==> src/rtl/eth_tx_arbiter.sv <==
// eth_tx_arbiter
// Shares one MII/GMII TX byte interface between the ARP sender (requester 0)
// and the UDP sender (requester 1). One requester owns the interface at a time;
// its byte stream is forwarded to the PHY through a single register stage.
// The arbiter also enforces an inter-frame gap, a start timeout and a maximum
// frame length.
//
// Optional build macro: ETH_TX_ARB_RR_EN
//   defined   -> round-robin tie break (the requester not served last wins)
//   undefined -> fixed priority, ARP wins a tie
module eth_tx_arbiter #(
    parameter int IFG_BYTES = 12,
    parameter int START_TMO = 64,
    parameter int MAX_FRAME = 1530
) (
    input  logic        clk,
    input  logic        rst,
    input  logic        i_arp_req,
    output logic        o_arp_gnt,
    input  logic [7:0]  i_arp_tx_data,
    input  logic        i_arp_tx_en,
    input  logic        i_udp_req,
    output logic        o_udp_gnt,
    input  logic [7:0]  i_udp_tx_data,
    input  logic        i_udp_tx_en,
    output logic [7:0]  o_tx_data,
    output logic        o_tx_en,
    output logic        o_busy,
    output logic        o_err_tmo,
    output logic        o_err_long,
    output logic [15:0] o_frame_cnt
);

    localparam int TMO_W = $clog2(START_TMO + 1);
    localparam int LEN_W = $clog2(MAX_FRAME + 2);
    localparam int IFG_W = $clog2(IFG_BYTES + 1);

    typedef enum logic [1:0] {
        IDLE  = 2'd0,
        GRANT = 2'd1,
        XMIT  = 2'd2,
        IFG   = 2'd3
    } state_t;

    state_t             state;
    logic [1:0]         gnt;
    logic [TMO_W-1:0]   tmo_cnt;
    logic [LEN_W-1:0]   len_cnt;
    logic [IFG_W-1:0]   ifg_cnt;
    logic [7:0]         tx_data_reg;
    logic               tx_en_reg;
    logic               err_tmo_reg;
    logic               err_long_reg;
    logic [15:0]        frame_cnt_reg;

    // Per-requester views, index 0 = ARP, index 1 = UDP
    logic [1:0]         req_vec;
    logic [1:0]         en_vec;
    logic [1:0][7:0]    data_vec;
    logic [1:0]         masked_en;
    logic [1:0][7:0]    masked_data;

    logic               sel_en;
    logic [7:0]         sel_data;
    logic               owner_req;
    logic               tie_pick;
    logic               pick;

    assign req_vec     = {i_udp_req, i_arp_req};
    assign en_vec      = {i_udp_tx_en, i_arp_tx_en};
    assign data_vec[0] = i_arp_tx_data;
    assign data_vec[1] = i_udp_tx_data;

    // Only the granted requester can reach the output mux; the other one is
    // masked to zero so its bytes can never leak onto the PHY.
    genvar gi;
    generate
        for (gi = 0; gi < 2; gi++) begin : g_mask
            assign masked_en[gi]   = gnt[gi] & en_vec[gi];
            assign masked_data[gi] = gnt[gi] ? data_vec[gi] : 8'h00;
        end
    endgenerate

    assign sel_en    = |masked_en;
    assign sel_data  = masked_data[0] | masked_data[1];
    assign owner_req = |(gnt & req_vec);

`ifdef ETH_TX_ARB_RR_EN
    logic last_served;

    // Remember who completed the last good frame; aborts leave it untouched
    always_ff @(posedge clk or posedge rst) begin
        if (rst) begin
            last_served <= 1'b1;
        end else if (state == XMIT && !sel_en) begin
            last_served <= gnt[1];
        end
    end

    assign tie_pick = ~last_served;
`else
    assign tie_pick = 1'b0;
`endif

    // Winner index when arbitrating in IDLE: single request wins outright
    assign pick = (req_vec == 2'b11) ? tie_pick : req_vec[1];

    // Arbitration FSM with registered grants, PHY outputs and error pulses
    always_ff @(posedge clk or posedge rst) begin
        if (rst) begin
            state         <= IDLE;
            gnt           <= 2'b00;
            tmo_cnt       <= '0;
            len_cnt       <= '0;
            ifg_cnt       <= '0;
            tx_data_reg   <= 8'h00;
            tx_en_reg     <= 1'b0;
            err_tmo_reg   <= 1'b0;
            err_long_reg  <= 1'b0;
            frame_cnt_reg <= 16'h0000;
        end else begin
            err_tmo_reg  <= 1'b0;
            err_long_reg <= 1'b0;
            case (state)
                IDLE: begin
                    tx_en_reg   <= 1'b0;
                    tx_data_reg <= 8'h00;
                    if (|req_vec) begin
                        gnt     <= pick ? 2'b10 : 2'b01;
                        tmo_cnt <= '0;
                        state   <= GRANT;
                    end
                end
                GRANT: begin
                    if (sel_en) begin
                        // First byte is captured on the transition edge
                        tx_en_reg   <= 1'b1;
                        tx_data_reg <= sel_data;
                        len_cnt     <= LEN_W'(1);
                        state       <= XMIT;
                    end else if (!owner_req) begin
                        // Requester withdrew before starting: quiet release
                        gnt   <= 2'b00;
                        state <= IDLE;
                    end else if (tmo_cnt == TMO_W'(START_TMO - 1)) begin
                        gnt         <= 2'b00;
                        err_tmo_reg <= 1'b1;
                        ifg_cnt     <= '0;
                        state       <= IFG;
                    end else begin
                        tmo_cnt <= tmo_cnt + TMO_W'(1);
                    end
                end
                XMIT: begin
                    if (!sel_en) begin
                        tx_en_reg     <= 1'b0;
                        tx_data_reg   <= 8'h00;
                        gnt           <= 2'b00;
                        frame_cnt_reg <= frame_cnt_reg + 16'h0001;
                        ifg_cnt       <= '0;
                        state         <= IFG;
                    end else if (len_cnt == LEN_W'(MAX_FRAME)) begin
                        // One byte beyond the limit: cut the frame here
                        tx_en_reg    <= 1'b0;
                        tx_data_reg  <= 8'h00;
                        gnt          <= 2'b00;
                        err_long_reg <= 1'b1;
                        ifg_cnt      <= '0;
                        state        <= IFG;
                    end else begin
                        tx_en_reg   <= 1'b1;
                        tx_data_reg <= sel_data;
                        len_cnt     <= len_cnt + LEN_W'(1);
                    end
                end
                IFG: begin
                    tx_en_reg   <= 1'b0;
                    tx_data_reg <= 8'h00;
                    if (ifg_cnt == IFG_W'(IFG_BYTES - 1)) begin
                        state <= IDLE;
                    end else begin
                        ifg_cnt <= ifg_cnt + IFG_W'(1);
                    end
                end
                default: begin
                    gnt   <= 2'b00;
                    state <= IDLE;
                end
            endcase
        end
    end

    assign o_arp_gnt   = gnt[0];
    assign o_udp_gnt   = gnt[1];
    assign o_tx_data   = tx_data_reg;
    assign o_tx_en     = tx_en_reg;
    assign o_busy      = (state != IDLE);
    assign o_err_tmo   = err_tmo_reg;
    assign o_err_long  = err_long_reg;
    assign o_frame_cnt = frame_cnt_reg;

endmodule

==> config.mk <==
export PLATFORM = sky130hd
export DESIGN_NAME = eth_tx_arbiter
export DESIGN_NICKNAME = d
export VERILOG_FILES = /design/src/rtl/eth_tx_arbiter.sv
export SDC_FILE = /design/constraint.sdc
export NUM_CORES = 1
export LEC_CHECK = 0
export CAP_MARGIN = 20
export CORE_ASPECT_RATIO = 0.5
export CORE_MARGIN = 1.5
export CORE_UTILIZATION = 40
export DETAILED_ROUTE_END_ITERATION = 12
export GPL_ROUTABILITY_DRIVEN = 0
export GPL_TIMING_DRIVEN = 0
export MAX_ROUTING_LAYER = met4
export PLACE_DENSITY = 0.7
export SETUP_SLACK_MARGIN = 0.2
export SLEW_MARGIN = 20
export SYNTH_ARGS = -nofsm -noshare
export SYNTH_HDL_FRONTEND = slang
export SYNTH_SLANG_ARGS = --single-unit
==> constraint.sdc <==
create_clock -name clk -period 2.5 [get_ports clk]
set_input_delay 0.25 -clock clk [delete_from_list [all_inputs] [get_ports clk]]
set_output_delay 0.25 -clock clk [all_outputs]
set_load 0.01 [all_outputs]
# ---- Yosys cells after proc, flatten, opt, wreduce, memory -nomap -nowiden
# Cells that the tools add are included.
dict set report totals {
  n_memories 0
  latch_bits 0
  romBits 0
  register_bits 53
  in_bits 22
  ram_bits 0
  wordCells 105
}
dict set report op_classes {
  n_mul 0
  mux 50
  eq_ne 20
  reduce_logical 16
  n_addsub 4
  n_lt_le_gt_ge 0
  n_bitwise 5
  shifts 0
  div_mod_pow 0
}
# op n
set ops {}
lappend ops {{8-bit two-way mux} 5}
lappend ops {{11-bit two-way mux} 3}
lappend ops {{2-bit two-way mux} 14}
lappend ops {{7-bit two-way mux} 4}
lappend ops {{4-bit two-way mux} 6}
lappend ops {{8-bit one-hot mux with 3 select lines} 1}
lappend ops {{11-bit one-hot mux with 2 select lines} 1}
lappend ops {{2-bit != test (second input constant)} 10}
lappend ops {{16-bit by 1-bit adder with 16-bit output (second input constant)} 1}
lappend ops {{7-bit one-hot mux with 2 select lines} 1}
lappend ops {{4-bit one-hot mux with 3 select lines} 1}
lappend ops {{11-bit by 1-bit adder with 11-bit output (second input constant)} 1}
lappend ops {{11-bit == test (second input constant)} 1}
lappend ops {{1-bit two-way mux} 11}
lappend ops {{5-bit AND reduction} 2}
lappend ops {{8-bit OR} 1}
lappend ops {{2-bit one-hot mux with 4 select lines} 1}
lappend ops {{4-bit AND reduction} 2}
lappend ops {{2-bit OR reduction} 4}
lappend ops {{7-bit by 1-bit adder with 7-bit output (second input constant)} 1}
lappend ops {{7-bit by 6-bit == test with 1-bit output (second input constant)} 1}
lappend ops {{2-bit == test (second input constant)} 3}
lappend ops {{3-bit != test (second input constant)} 2}
lappend ops {{2-bit one-hot mux with 3 select lines} 1}
lappend ops {{other kinds (13)} 17}

# ---- Longest topological paths before layout
dict set report logic_depth {
  ltp_word 5
  ltp_mapped 9
  ltp_nobuf 7
}

# ---- Worst setup path before layout
# Ideal clock, no wire load.
dict set report synth_timing {
  path_kind {register -> register}
  start {register tmo_cnt[0]}
  end {register gnt[0]}
  stages_incl_launch_ff 7
  setup_ps 127
  t_arrival_ps 1786
  slack_ps 587
  required_ps 2373
  period_less_slack_ps 1913
  path_buffers 0
  path_cell_list {dfrtp_1 -> ha_1 -> nand2_1 -> or4b_4 -> a31oi_1 -> and3_1 -> mux2_1}
}
dict set report synth_between {
  elab_chain_len 3
}
# item line
set synth_lines {}
lappend synth_lines {{start, declared} 47} ;# logic [TMO_W-1:0] tmo_cnt;
lappend synth_lines {{start signal, assigned} 151} ;# tmo_cnt <= tmo_cnt + TMO_W'(1);
lappend synth_lines {{7-bit by 6-bit == test with 1-bit output} 145} ;# end else if (tmo_cnt == TMO_W'(START_TMO - 1)) begin
lappend synth_lines {{3-bit != test (no line)} n/a}
lappend synth_lines {{5-bit AND reduction (no line)} n/a}
lappend synth_lines {{end signal, assigned} 129} ;# gnt <= pick ? 2'b10 : 2'b01;
lappend synth_lines {{end, declared} 46} ;# logic [1:0] gnt;
# No other way between the ends.
# A chain may end at the register's enable or synchronous reset.

# ---- Worst setup path after layout
dict set report layout_timing {
  start {register tmo_cnt[0]}
  end {register ifg_cnt[2]}
}
dict set report layout_between {
  elab_chain_len 3
}
# item line
set layout_lines {}
lappend layout_lines {{7-bit by 6-bit == test with 1-bit output} 145}
lappend layout_lines {{2-bit != test (no line)} n/a}
lappend layout_lines {{6-bit AND reduction (no line)} n/a}
lappend layout_lines {{end signal, assigned} 182} ;# ifg_cnt <= ifg_cnt + IFG_W'(1);
lappend layout_lines {{end, declared} 49} ;# logic [IFG_W-1:0] ifg_cnt;
# No other way between the ends.

==> impl_metrics.yaml <==
outcome:
  status: "finished, final reports clean"
timing:
  hold_violations: 0
  setup_viol: 0
  fin_crit_sh_pct: 85.7
  finalClockSkew_ps: 5.81
  worstMarginPinSlew_ps: 765
  rsz0062_at_grt: "false"
  slew_violations: 0
  fmax_mhz: 467
  slew_headroom_pct: 48.3
  layout_min_cycle_time_ps: 2140
  tns_ps: 0
  worst_slack_ps: 357
grt:
  grt_pass1_vias: 2111
  grt_start_max_net_pins: 28
  grt_use_total_pct: 17.6
  antenna_found_initial: 0
  grt_overflow: 0
  grt_first_pass_wirelength_um: 9990
placement:
  place_ws_ps: 149
  placed_area_mm2: 0.00341
  portBuffers: 51
  dp_hpwl_um: 4620
  dp_cells: 413
detailed_routing:
  dr.pass1.iters: 4
  drt-vias-per-instance: 5.29
  drt_iter0_markers: 78
  drc_errors: 0
  via_count: 2220
  routedWlPerCell_um: 14.5
  ant_nets: 0
  wl_um: 6100
cells_and_area:
  layout_common_cells: "dfrtp_1, clkdlybuf4s50_1, nand2_1"
  fin_util_pct: 53.3
  final_common_cell: "dfrtp_1"
  syn_to_final_growth_pct: 28.6
  drive_gt1_share_pct: 11.6
  nFillCells: 618
  multi_input_comb_area_mm2: 0.00137
  diodes: 0
  nNetsFinal: 359
  fin_cells: 420
  postLayoutCellArea_mm2: 0.00355
  seq_area_mm2: 0.00133
critical_path:
  r2r_slack_ps: 360
  r2r_start: "tmo_cnt[0]$_DFFE_PP0P_"
  cp-start-kind: "register"
  cp.arrival_ps: 2310
  required_ps: 2660
  path_class: "reg2reg"
  end_kind: "register"
  critical_path.max_fanout: 4
  r2r_cells: 6
  r2r-end: "ifg_cnt[2]$_DFFE_PP0P_"
cts:
  clk_pin_slew_ps: 70
  cts-root-buf: "clkbuf_16"
  cts_hold_buf: 0
  cts_setup_buffers: 0
  cts_buffers: 5
  clock_latency_ps: 290
  htree_levels: 2
  cts_tree: "yes"
  clock_path_buffers: 2
  cts_sinks: 53
floorplan:
  dieHeight_um: 61.8
  start_util_pct: 41.4
  fp.dieW_um: 121
  top_level_ports: 52
  die_area_mm2: 0.00745
  core_area_mm2: 0.00667
  std_cell_rows: 21
pwr:
  ir_drop_v: 0.000289
  pwr_density_cell_mw_per_mm2: 858
  p_leak_nw: 1.44
logic_synthesis:
  ys_ff_latch: 53
  syn-num-nets: 300
  syn_inst: 269
  ys_top_cells_by_area: "dfrtp_1, xor2_1, ha_1"
  yosysWarnings: 0
  yosysSeqAreaShare_pct: 48.0
  yosysTopAreaCell: "dfrtp_1"
  avgSynthCellArea_um2: 10.3
  yosysUniqueCellTypes: 58
  synth_top_area_share_pct: 48.0
  syn_area_mm2: 0.00277
min_path:
  hold_path.class: "in2async"
job:
  drv_cap: 0
Yosys cell counts (all sizes together):
cell type / n
a211oi: 1
a21oi: 6
a221o: 1
a22o: 3
a22oi: 9
a311oi: 1
a31oi: 4
a41oi: 1
and3: 4
and4bb: 1
buf: 5
clkbuf: 2
dfrtp: 53
ha: 9
inv: 8
mux2: 4
mux2i: 2
nand2: 32
nand2b: 3
nand3: 16
nand4: 9
nor2: 21
nor2b: 2
nor3: 8
nor3b: 2
nor4: 2
nor4b: 1
o211a: 1
o211ai: 2
o21a: 1
o21ai: 18
o21ba: 2
o22a: 2
o311a: 1
o311ai: 2
o31ai: 1
or2: 2
or3: 2
or4b: 1
xnor2: 11
xor2: 13
how the worst max path moves through the flow:
stage | to | startpoint | slack [ps]
final | ifg_cnt[2]$_DFFE_PP0P_ | tmo_cnt[0]$_DFFE_PP0P_ | 360
after global routing | tmo_cnt[0]$_DFFE_PP0P_ | tmo_cnt[0]$_DFFE_PP0P_ | 210
after CTS | tmo_cnt[5]$_DFFE_PP0P_ | register | 280
after detailed placement | tmo_cnt[5]$_DFFE_PP0P_ | i_arp_tx_en | 150
after global placement | len_cnt[0]$_DFFE_PP0P_ | rst | -30
after floorplan | gnt[0]$_DFFE_PP0P_ | tmo_cnt[0]$_DFFE_PP0P_ | 590
worst max-delay path, cell delays in order (launching register included):
cell	delay [ps]
dfrtp_1	370
ha_1	220
nand2_1	80
nor4b_1	680
o211ai_1	270
o31ai_1	270
o21ai_0	120
metal layers:
metal	wire length [um]	GRT usage (%)	vias to the layer above
li1	-	-	1087
met1	2860	21.5	1081
met2	2960	30.9	42
met3	203	3.38	10
met4	80	4.71	0
met5	0	-	-
report_power, final:
| part | leakage, nW | total, W | internal, W | switching, W |
|---|---|---|---|---|
| clock | 0.0700 | 0.000680 | 0.000394 | 0.000286 |
| sequential | 0.685 | 0.00117 | 0.00101 | 0.000169 |
| combinational | 0.688 | 0.00119 | 0.000552 | 0.000641 |
cell families after synthesis:
kind of cell,after synthesis,synth area share (%)
AND/OR/NAND/NOR,106,20.4
AO/OA/AOI/OAI,56,15.0
flip-flops,53,48.0
XOR/XNOR,24,7.60
buffers and inverters,15,2.67
adder cells (fa/ha/maj),9,4.07
multiplexers,6,2.35
repair_timing:
item,in CTS,in global routing
setup endpoints to repair,0,2
endpoints found under the hold margin,0,0
resized for setup,0,2
cell type report:
cell class	instances	share of cell area, %
Multi-Input combinational cell	201	38.4
Sequential cell	53	37.3
Timing Repair Buffer	52	14.9
Clock buffer	7	4.01
Tap cell	92	3.24
Buffer	7	1.27
Inverter	8	0.845
state kept, by name, indices dropped and copies added (netlist names), named ones only:
register     flops
o_frame_cnt     16
len_cnt         11
o_tx_data        8
tmo_cnt          7
ifg_cnt          4
gnt              2
o_err_long       1
o_err_tmo        1
o_tx_en          1
state            1
metrics by stage:
| stage | hold slack (ps) | total power (W) |
|---|---|---|
| 2_1_floorplan | 447 | 0.00193 |
| 3_3_place_gp | 457 | 0.00233 |
| 3_5_place_dp | 461 | 0.00238 |
| 4_1_cts | 390 | 0.00307 |
| 5_1_grt | 429 | 0.00325 |
| 6_report | 358 | 0.00305 |
No activity file was read; power rests on OpenSTA's default activity.
